`config.mk`:
```
export PLATFORM = sky130hd
export DESIGN_NAME = ysyx_25050136_axi4_master
export DESIGN_NICKNAME = d
export VERILOG_FILES = /design/src/rtl/ysyx_25050136_axi4_master_pkg.sv /design/src/rtl/ysyx_25050136_axi4_master.sv
export SDC_FILE = /design/constraint.sdc
export NUM_CORES = 1
export LEC_CHECK = 0
export ABC_AREA = 0
export BUFFER_PORTS_ARGS = -buffer_cell sky130_fd_sc_hd__buf_2
export CAP_MARGIN = 20
export CORE_AREA = 2 2 116 118
export DETAILED_ROUTE_END_ITERATION = 12
export DIE_AREA = 0 0 118 120
export PLACE_DENSITY_LB_ADDON = 0.08
export REMOVE_ABC_BUFFERS = 1
export SLEW_MARGIN = 20
export SYNTH_ARGS = -nofsm -noshare
export SYNTH_HDL_FRONTEND = slang
export SYNTH_SLANG_ARGS = --single-unit
```
`constraint.sdc`:
```
create_clock -name clk -period 3.4 [get_ports clk]
set_clock_uncertainty 0.1 [all_clocks]
set_input_delay 0.34 -clock clk [delete_from_list [all_inputs] [get_ports clk]]
set_output_delay 0.34 -clock clk [all_outputs]
set_load 0.03 [all_outputs]
```
`src/rtl/ysyx_25050136_axi4_master_pkg.sv`:
```
// Shared AXI4 encodings, FSM state type and alignment helper for the
// single-outstanding AXI4 manager bridge.
package ysyx_25050136_axi4_master_pkg;

  localparam logic [1:0] RESP_OKAY   = 2'b00;
  localparam logic [1:0] RESP_SLVERR = 2'b10;
  localparam logic [1:0] RESP_DECERR = 2'b11;

  localparam logic [1:0] BURST_INCR  = 2'b01;

  typedef enum logic [2:0] {
    S_IDLE,
    S_RD_ADDR,
    S_RD_DATA,
    S_WR_REQ,
    S_WR_RESP,
    S_RESP
  } state_t;

  // Sizes above a word use the word mask, so they can only fault on low bits.
  function automatic logic misaligned(input logic [1:0] addr_lo, input logic [2:0] size);
    logic [1:0] mask;
    case (size)
      3'd0:    mask = 2'b00;
      3'd1:    mask = 2'b01;
      default: mask = 2'b11;
    endcase
    return |(addr_lo & mask);
  endfunction

endpackage

```
`src/rtl/ysyx_25050136_axi4_master.sv`:
```
// Core request/response port to AXI4 bridge: one single-beat read or write
// in flight at a time, all AXI outputs driven from registers.
module ysyx_25050136_axi4_master
  import ysyx_25050136_axi4_master_pkg::*;
#(
  parameter int unsigned ADDR_WIDTH = 32,
  parameter int unsigned DATA_WIDTH = 32,
  parameter logic [3:0]  AXI_ID     = 4'd0
) (
  input  logic                      clk,
  input  logic                      reset,
  input  logic                      req_valid,
  output logic                      req_ready,
  input  logic                      req_we,
  input  logic [ADDR_WIDTH-1:0]     req_addr,
  input  logic [2:0]                req_size,
  input  logic [DATA_WIDTH-1:0]     req_wdata,
  input  logic [DATA_WIDTH/8-1:0]   req_wstrb,
  output logic                      rsp_valid,
  input  logic                      rsp_ready,
  output logic [DATA_WIDTH-1:0]     rsp_rdata,
  output logic                      rsp_err,
  output logic                      m_awvalid,
  input  logic                      m_awready,
  output logic [ADDR_WIDTH-1:0]     m_awaddr,
  output logic [3:0]                m_awid,
  output logic [7:0]                m_awlen,
  output logic [2:0]                m_awsize,
  output logic [1:0]                m_awburst,
  output logic                      m_wvalid,
  input  logic                      m_wready,
  output logic [DATA_WIDTH-1:0]     m_wdata,
  output logic [DATA_WIDTH/8-1:0]   m_wstrb,
  output logic                      m_wlast,
  input  logic                      m_bvalid,
  output logic                      m_bready,
  input  logic [1:0]                m_bresp,
  input  logic [3:0]                m_bid,
  output logic                      m_arvalid,
  input  logic                      m_arready,
  output logic [ADDR_WIDTH-1:0]     m_araddr,
  output logic [3:0]                m_arid,
  output logic [7:0]                m_arlen,
  output logic [2:0]                m_arsize,
  output logic [1:0]                m_arburst,
  input  logic                      m_rvalid,
  output logic                      m_rready,
  input  logic [DATA_WIDTH-1:0]     m_rdata,
  input  logic [1:0]                m_rresp,
  input  logic [3:0]                m_rid,
  input  logic                      m_rlast
);

  state_t                    r_state;
  logic [ADDR_WIDTH-1:0]     r_addr;
  logic [2:0]                r_size;
  logic [DATA_WIDTH-1:0]     r_wdata;
  logic [DATA_WIDTH/8-1:0]   r_wstrb;
  logic                      r_awvalid;
  logic                      r_wvalid;
  logic                      r_aw_done;
  logic                      r_w_done;
  logic                      r_bready;
  logic                      r_arvalid;
  logic                      r_rready;
  logic                      r_rsp_valid;
  logic [DATA_WIDTH-1:0]     r_rsp_rdata;
  logic                      r_rsp_err;

  logic                      w_aw_fire;
  logic                      w_w_fire;
  logic                      w_aw_all;
  logic                      w_w_all;

  assign w_aw_fire = r_awvalid & m_awready;
  assign w_w_fire  = r_wvalid & m_wready;
  assign w_aw_all  = r_aw_done | w_aw_fire;
  assign w_w_all   = r_w_done | w_w_fire;

  // Gated by reset so the port is closed during reset and open on the first cycle after.
  assign req_ready = (r_state == S_IDLE) & ~reset;

  assign m_awvalid = r_awvalid;
  assign m_awaddr  = r_addr;
  assign m_awid    = AXI_ID;
  assign m_awlen   = '0;
  assign m_awsize  = r_size;
  assign m_awburst = BURST_INCR;
  assign m_wvalid  = r_wvalid;
  assign m_wdata   = r_wdata;
  assign m_wstrb   = r_wstrb;
  assign m_wlast   = 1'b1;
  assign m_bready  = r_bready;
  assign m_arvalid = r_arvalid;
  assign m_araddr  = r_addr;
  assign m_arid    = AXI_ID;
  assign m_arlen   = '0;
  assign m_arsize  = r_size;
  assign m_arburst = BURST_INCR;
  assign m_rready  = r_rready;
  assign rsp_valid = r_rsp_valid;
  assign rsp_rdata = r_rsp_rdata;
  assign rsp_err   = r_rsp_err;

  always_ff @(posedge clk) begin
    if (reset) begin
      r_state     <= S_IDLE;
      r_addr      <= '0;
      r_size      <= '0;
      r_wdata     <= '0;
      r_wstrb     <= '0;
      r_awvalid   <= 1'b0;
      r_wvalid    <= 1'b0;
      r_aw_done   <= 1'b0;
      r_w_done    <= 1'b0;
      r_bready    <= 1'b0;
      r_arvalid   <= 1'b0;
      r_rready    <= 1'b0;
      r_rsp_valid <= 1'b0;
      r_rsp_rdata <= '0;
      r_rsp_err   <= 1'b0;
    end else begin
      case (r_state)
        S_IDLE: begin
          if (req_valid) begin
            r_addr      <= req_addr;
            r_size      <= req_size;
            r_wdata     <= req_wdata;
            r_wstrb     <= req_wstrb;
            r_rsp_rdata <= '0;
            r_rsp_err   <= 1'b0;
            if (misaligned(req_addr[1:0], req_size)) begin
              r_rsp_err   <= 1'b1;
              r_rsp_valid <= 1'b1;
              r_state     <= S_RESP;
            end else if (req_we) begin
              r_awvalid <= 1'b1;
              r_wvalid  <= 1'b1;
              r_aw_done <= 1'b0;
              r_w_done  <= 1'b0;
              r_state   <= S_WR_REQ;
            end else begin
              r_arvalid <= 1'b1;
              r_state   <= S_RD_ADDR;
            end
          end
        end
        S_RD_ADDR: begin
          if (m_arready) begin
            r_arvalid <= 1'b0;
            r_rready  <= 1'b1;
            r_state   <= S_RD_DATA;
          end
        end
        S_RD_DATA: begin
          if (m_rvalid) begin
            r_rready    <= 1'b0;
            r_rsp_rdata <= m_rdata;
            r_rsp_err   <= (m_rresp != RESP_OKAY) | (m_rid != AXI_ID) | ~m_rlast;
            r_rsp_valid <= 1'b1;
            r_state     <= S_RESP;
          end
        end
        S_WR_REQ: begin
          // AW and W retire independently; the phase ends once both have fired.
          if (w_aw_fire) r_awvalid <= 1'b0;
          if (w_w_fire)  r_wvalid  <= 1'b0;
          r_aw_done <= w_aw_all;
          r_w_done  <= w_w_all;
          if (w_aw_all && w_w_all) begin
            r_bready <= 1'b1;
            r_state  <= S_WR_RESP;
          end
        end
        S_WR_RESP: begin
          if (m_bvalid) begin
            r_bready    <= 1'b0;
            r_rsp_err   <= (m_bresp != RESP_OKAY) | (m_bid != AXI_ID);
            r_rsp_valid <= 1'b1;
            r_state     <= S_RESP;
          end
        end
        S_RESP: begin
          if (rsp_ready) begin
            r_rsp_valid <= 1'b0;
            r_state     <= S_IDLE;
          end
        end
        default: r_state <= S_IDLE;
      endcase
    end
  end

endmodule

```
# Yosys cells after proc, flatten, opt, wreduce, memory -nomap -nowiden

Cells that the tools add are included.

Register bits: 115
Input bits: 126
Output and inout bits: 175
Word-level logic and storage cells: 120

Bitwise operators: 11
Equal/unequal tests: 18
Reductions and logical operators: 26
Muxes and demuxes: 50

Operators with widths:

| operator                                                        | number |
|---|---|
| 32-bit two-way mux                                              | 2 |
| 32-bit case mux with 2 select lines                             | 1 |
| 1-bit two-way mux                                               | 25 |
| 2-bit inequality test, second input constant                    | 11 |
| 3-bit two-way mux                                               | 7 |
| 3-bit case mux with 6 select lines                              | 1 |
| 5-bit AND reduction                                             | 3 |
| 1-bit case mux with 2 select lines                              | 7 |
| 2-bit nonzero test                                              | 7 |
| 6-bit AND reduction                                             | 2 |
| 4-bit nonzero test                                              | 3 |
| 3-bit AND reduction                                             | 3 |
| 2-bit two-way mux                                               | 4 |
| 4-bit AND reduction                                             | 2 |
| 3-bit by 1-bit == test with 1-bit output, second input constant | 2 |
| 3-bit by 2-bit == test with 1-bit output, second input constant | 2 |
| 3-bit == test, second input constant                            | 2 |
| 3-bit zero test                                                 | 2 |
| 1-bit bitwise OR                                                | 5 |
| 1-bit case mux with 4 select lines                              | 1 |
| 2-bit case mux with 2 select lines                              | 1 |
| 1-bit bitwise AND                                               | 3 |
| 1-bit case mux with 3 select lines                              | 1 |
| 3-bit nonzero test                                              | 1 |
| other kinds (6)                                                 | 7 |

# Longest topological paths before layout

Depth after elaboration: 10
Gate-level depth with buffers: 6
Depth with buffers taken out: 4

# Worst setup path before layout

OpenSTA, ideal clock, no wires.

Path type: flip-flop to output port
Start point: register r_state[0]
End point: output req_ready
Path buffers: 2
Required time: 2.960 ns
Arrival time: 1.628 ns
Path slack: 1.332 ns
Cell stages (with the launch flop): 4
Cell sequence: dfxtp_1 buf_2 clkbuf_1 nor4_1

Longest elaborated chain between the ends: 2

RTL lines:

| item                     | line                             | RTL |
|---|---|---|
| start: declaration       | ysyx_25050136_axi4_master.sv:54  | `state_t r_state;` |
| start signal: assignment | ysyx_25050136_axi4_master.sv:107 | `r_state <= S_IDLE;` |
| start signal: assignment | ysyx_25050136_axi4_master.sv:135 | `r_state <= S_RESP;` |
| start signal: assignment | ysyx_25050136_axi4_master.sv:141 | `r_state <= S_WR_REQ;` |
| 3-bit zero test          | ysyx_25050136_axi4_master.sv:81  | `assign req_ready = (r_state == S_IDLE) & ~reset;` |
| 1-bit bitwise AND        | ysyx_25050136_axi4_master.sv:81  |  |
| end: declaration         | ysyx_25050136_axi4_master.sv:13  | `output logic req_ready,` |

No other way between the ends.

# Final worst setup path

Start point: register r_state[0]
End point: register r_addr[1] (netlist: m_araddr[1])

Longest elaborated chain between the ends: 2

RTL lines:

| item                                 | line                             | RTL |
|---|---|---|
| 3-bit zero test                      | ysyx_25050136_axi4_master.sv:123 | `case (r_state)` |
| 2-bit AND reduction (no source line) | -                                |  |
| end signal: assignment               | ysyx_25050136_axi4_master.sv:126 | `r_addr <= req_addr;` |
| end: declaration                     | ysyx_25050136_axi4_master.sv:55  | `logic [ADDR_WIDTH-1:0] r_addr;` |

No other way between the ends.
A chain may end at the register's enable or synchronous reset.

==> results.ini <==
[outcome]
status = finished clean

[min_path]
hold_class = primary input to register

[critical_path]
critPathKind = register to register
crit_chain = or4_2, buf_12, nand2_1, a21oi_1
path_buf_inv = 1
crit_path_max_fanout = 39
cp_slowest_cell = or4_2
worstPathArrival_ns = 2.52
timing.reg2reg.setup_slack_ns = 1.05
cp.required_ns = 3.57
max_stage_delay_ns = 1.10
crit_path_end_kind = register
cp-start-kind = register
critPathTopFamily = simple AND/OR/NAND/NOR gates

[timing]
finalSetupViolCount = 0
final_hold_viol_count = 0
rsz0062_at_grt = no
fin_crit_sh_pct = 69.0
slew_headroom_pct = 46.1
fin_crit_ns = 2.35
tightestPinTransition_ns = 0.808
drv_slew = 0
max_freq_mhz = 426

[detailed_routing]
num_vias = 4651
ant_nets = 0
drtPass1Iterations = 4
first_iter_violations = 239
wl_per_cell_um = 13.4
drt_wl_total_mm = 13.6
drc = 0
via_per_inst = 4.60

[placed_design]
dp_cells = 980
portBuffers = 271
gp_congestion = 0.781
dp_hpwl_mm = 9.70
dpl_cell_area_um2 = 5880

[synth]
ys_ff_latch = 115
synth_cell_types = 36
synth_top_area_share_pct = 47.9
synth-seq-area-share_pct = 47.9
yosysTopAreaCell = dfxtp_1
yosys-top-cells-area = dfxtp_1, nand2_1, buf_4
syn_avg_cell_area_um2 = 7.95
syn-cell-area_um2 = 4800
ys_warn_count = 0
ys_async_sr_fraction_pct = 0
syn_inst = 604
synth_edf_count = 0
ys.flop_type = dfxtp_1

[layout]
num_antenna_cells = 0
areaGrowthSynthToFinish_pct = 33.9
drive_above_1_share_pct = 37.1
final_util_pct = 49.6
final_cell_area_um2 = 6430
fin_cells = 1012
final_nets = 949
nFillCells = 1323

[clocking]
clk_latency_ns = 0.41
cts_root_buf = clkbuf_16
clk_pin_slew_ns = 0.05
numCtsBuffers = 17
ctsHoldBuffers = 0
max-clock-path-buffers = 2
cts_tree = yes
cts_sinks = 115
cts_setup_buffers = 0
h-tree-depth = 4
cts-resized-gates = 0

[floorplan]
core_um2 = 13000
die_w_um = 118
initial_utilization_pct = 37.0
die_h_um = 120
dieArea_um2 = 14200
pin_count = 301
num_rows = 42

[global_route]
grt_most_used_layer = met2
use_met3_pct = 6.61
grt_max_degree = 76
grt.overflow.total = 0
grt_util_met2_pct = 31.4
grtUsageTotal_pct = 19.1
grt_pass1_vias = 4329
antenna_found_initial = 0
grt_pass1_wl_mm = 21.7
grt_util_met1_pct = 23.0

[job]
maxCapViolCount = 0

[pwr]
vdd_drop_max_v = 0.000321
p_leak_nw = 3.09
powerDensity_nw_per_um2 = 851

[per-stage QoR]
stage	hold WS [ns]	TNS, ns	setup slack [ns]	total power [mW]
final	0.0583	0	1.05	5.47
after floorplan	0.309	-112.83	-2.05	3.13
after detailed placement	0.341	0	1.08	3.85
after global routing	0.0442	0	0.911	5.80
after global placement	0.336	0	1.11	3.83
after CTS	0.0436	0	1.07	5.54
[Yosys cell counts, types with 3 or more instances]
library cell	instances
a211oi_1	4
a21oi_1	110
a31oi_1	6
buf_2	9
buf_4	76
clkbuf_1	21
dfxtp_1	115
inv_1	4
mux2i_1	3
nand2_1	181
nand3_1	34
nor2_1	4
nor2b_1	3
nor3_1	3
o21ai_0	3
o31ai_1	3
[logic make-up (layout without fill, tap and decap cells)]
| group | count (synthesis) | in the layout | share of synthesized area (%) |
|---|---|---|---|
| simple gates | 237 | 237 | 20.9 |
| compound gates | 137 | 137 | 15.6 |
| flops | 115 | 115 | 47.9 |
| buf+inv | 110 | 315 | 14.8 |
| mux | 3 | 3 | 0.625 |
| other cells | 2 | 29 | 0.156 |
[final cells by class]
class | count | area, µm² | share of cell area, %
Clock buffer | 27 | 483 | 7.51
Clock inverter | 5 | 75.1 | 1.17
Inverter | 4 | 15.0 | 0.233
Multi-Input combinational cell | 406 | 1910 | 29.7
Sequential cell | 115 | 2300 | 35.8
Tap cell | 176 | 220 | 3.42
Timing Repair Buffer | 279 | 1430 | 22.2
[power breakdown]
part | total, mW | switching, mW | internal (mW)
Clock | 1.67 | 0.560 | 1.11
Sequential | 1.75 | 0.168 | 1.58
Combinational | 2.05 | 1.48 | 0.576
Total | 5.47 | 2.21 | 3.27
[cells in the final DEF, fill, tap and decap left out, types with 4 or more instances in the layout]
master	instances
buf_2	270
inv_1	4
buf_4	8
nor2_1	4
dfxtp_1	115
a21oi_1	109
conb_1	29
nand2_1	181
a31oi_1	6
nand3_1	34
clkbuf_16	17
clkbuf_1	8
a211oi_1	4
[path summary, 6_finish.rpt]
path	cells past startpoint	endpoint	from
worst min register to register	2	rsp_rdata[13]$_SDFFE_PP0P_	rsp_rdata[13]$_SDFFE_PP0P_
worst max-delay path	4	m_araddr[1]$_SDFFE_PP0P_	r_state[0]$_SDFFE_PP0P_
worst min-delay path	2	rsp_valid$_SDFFE_PP0P_	rsp_ready
worst max register to register	4	m_araddr[1]$_SDFFE_PP0P_	r_state[0]$_SDFFE_PP0P_
[per-layer routing]
metal  vias up  wire length, µm
li1       2348                -
met1      2092             5830
met2       191             6600
met3        20              962
met4         0              210
met5         -                0
[flip-flops by register name, summed over array words and instances, names as in the netlist, 3 cells and up]
signal and flops:
m_araddr 32, m_wdata 32, rsp_rdata 32, m_wstrb 4, m_arsize 3, r_state 3
(Power assumes the default switching activity.)
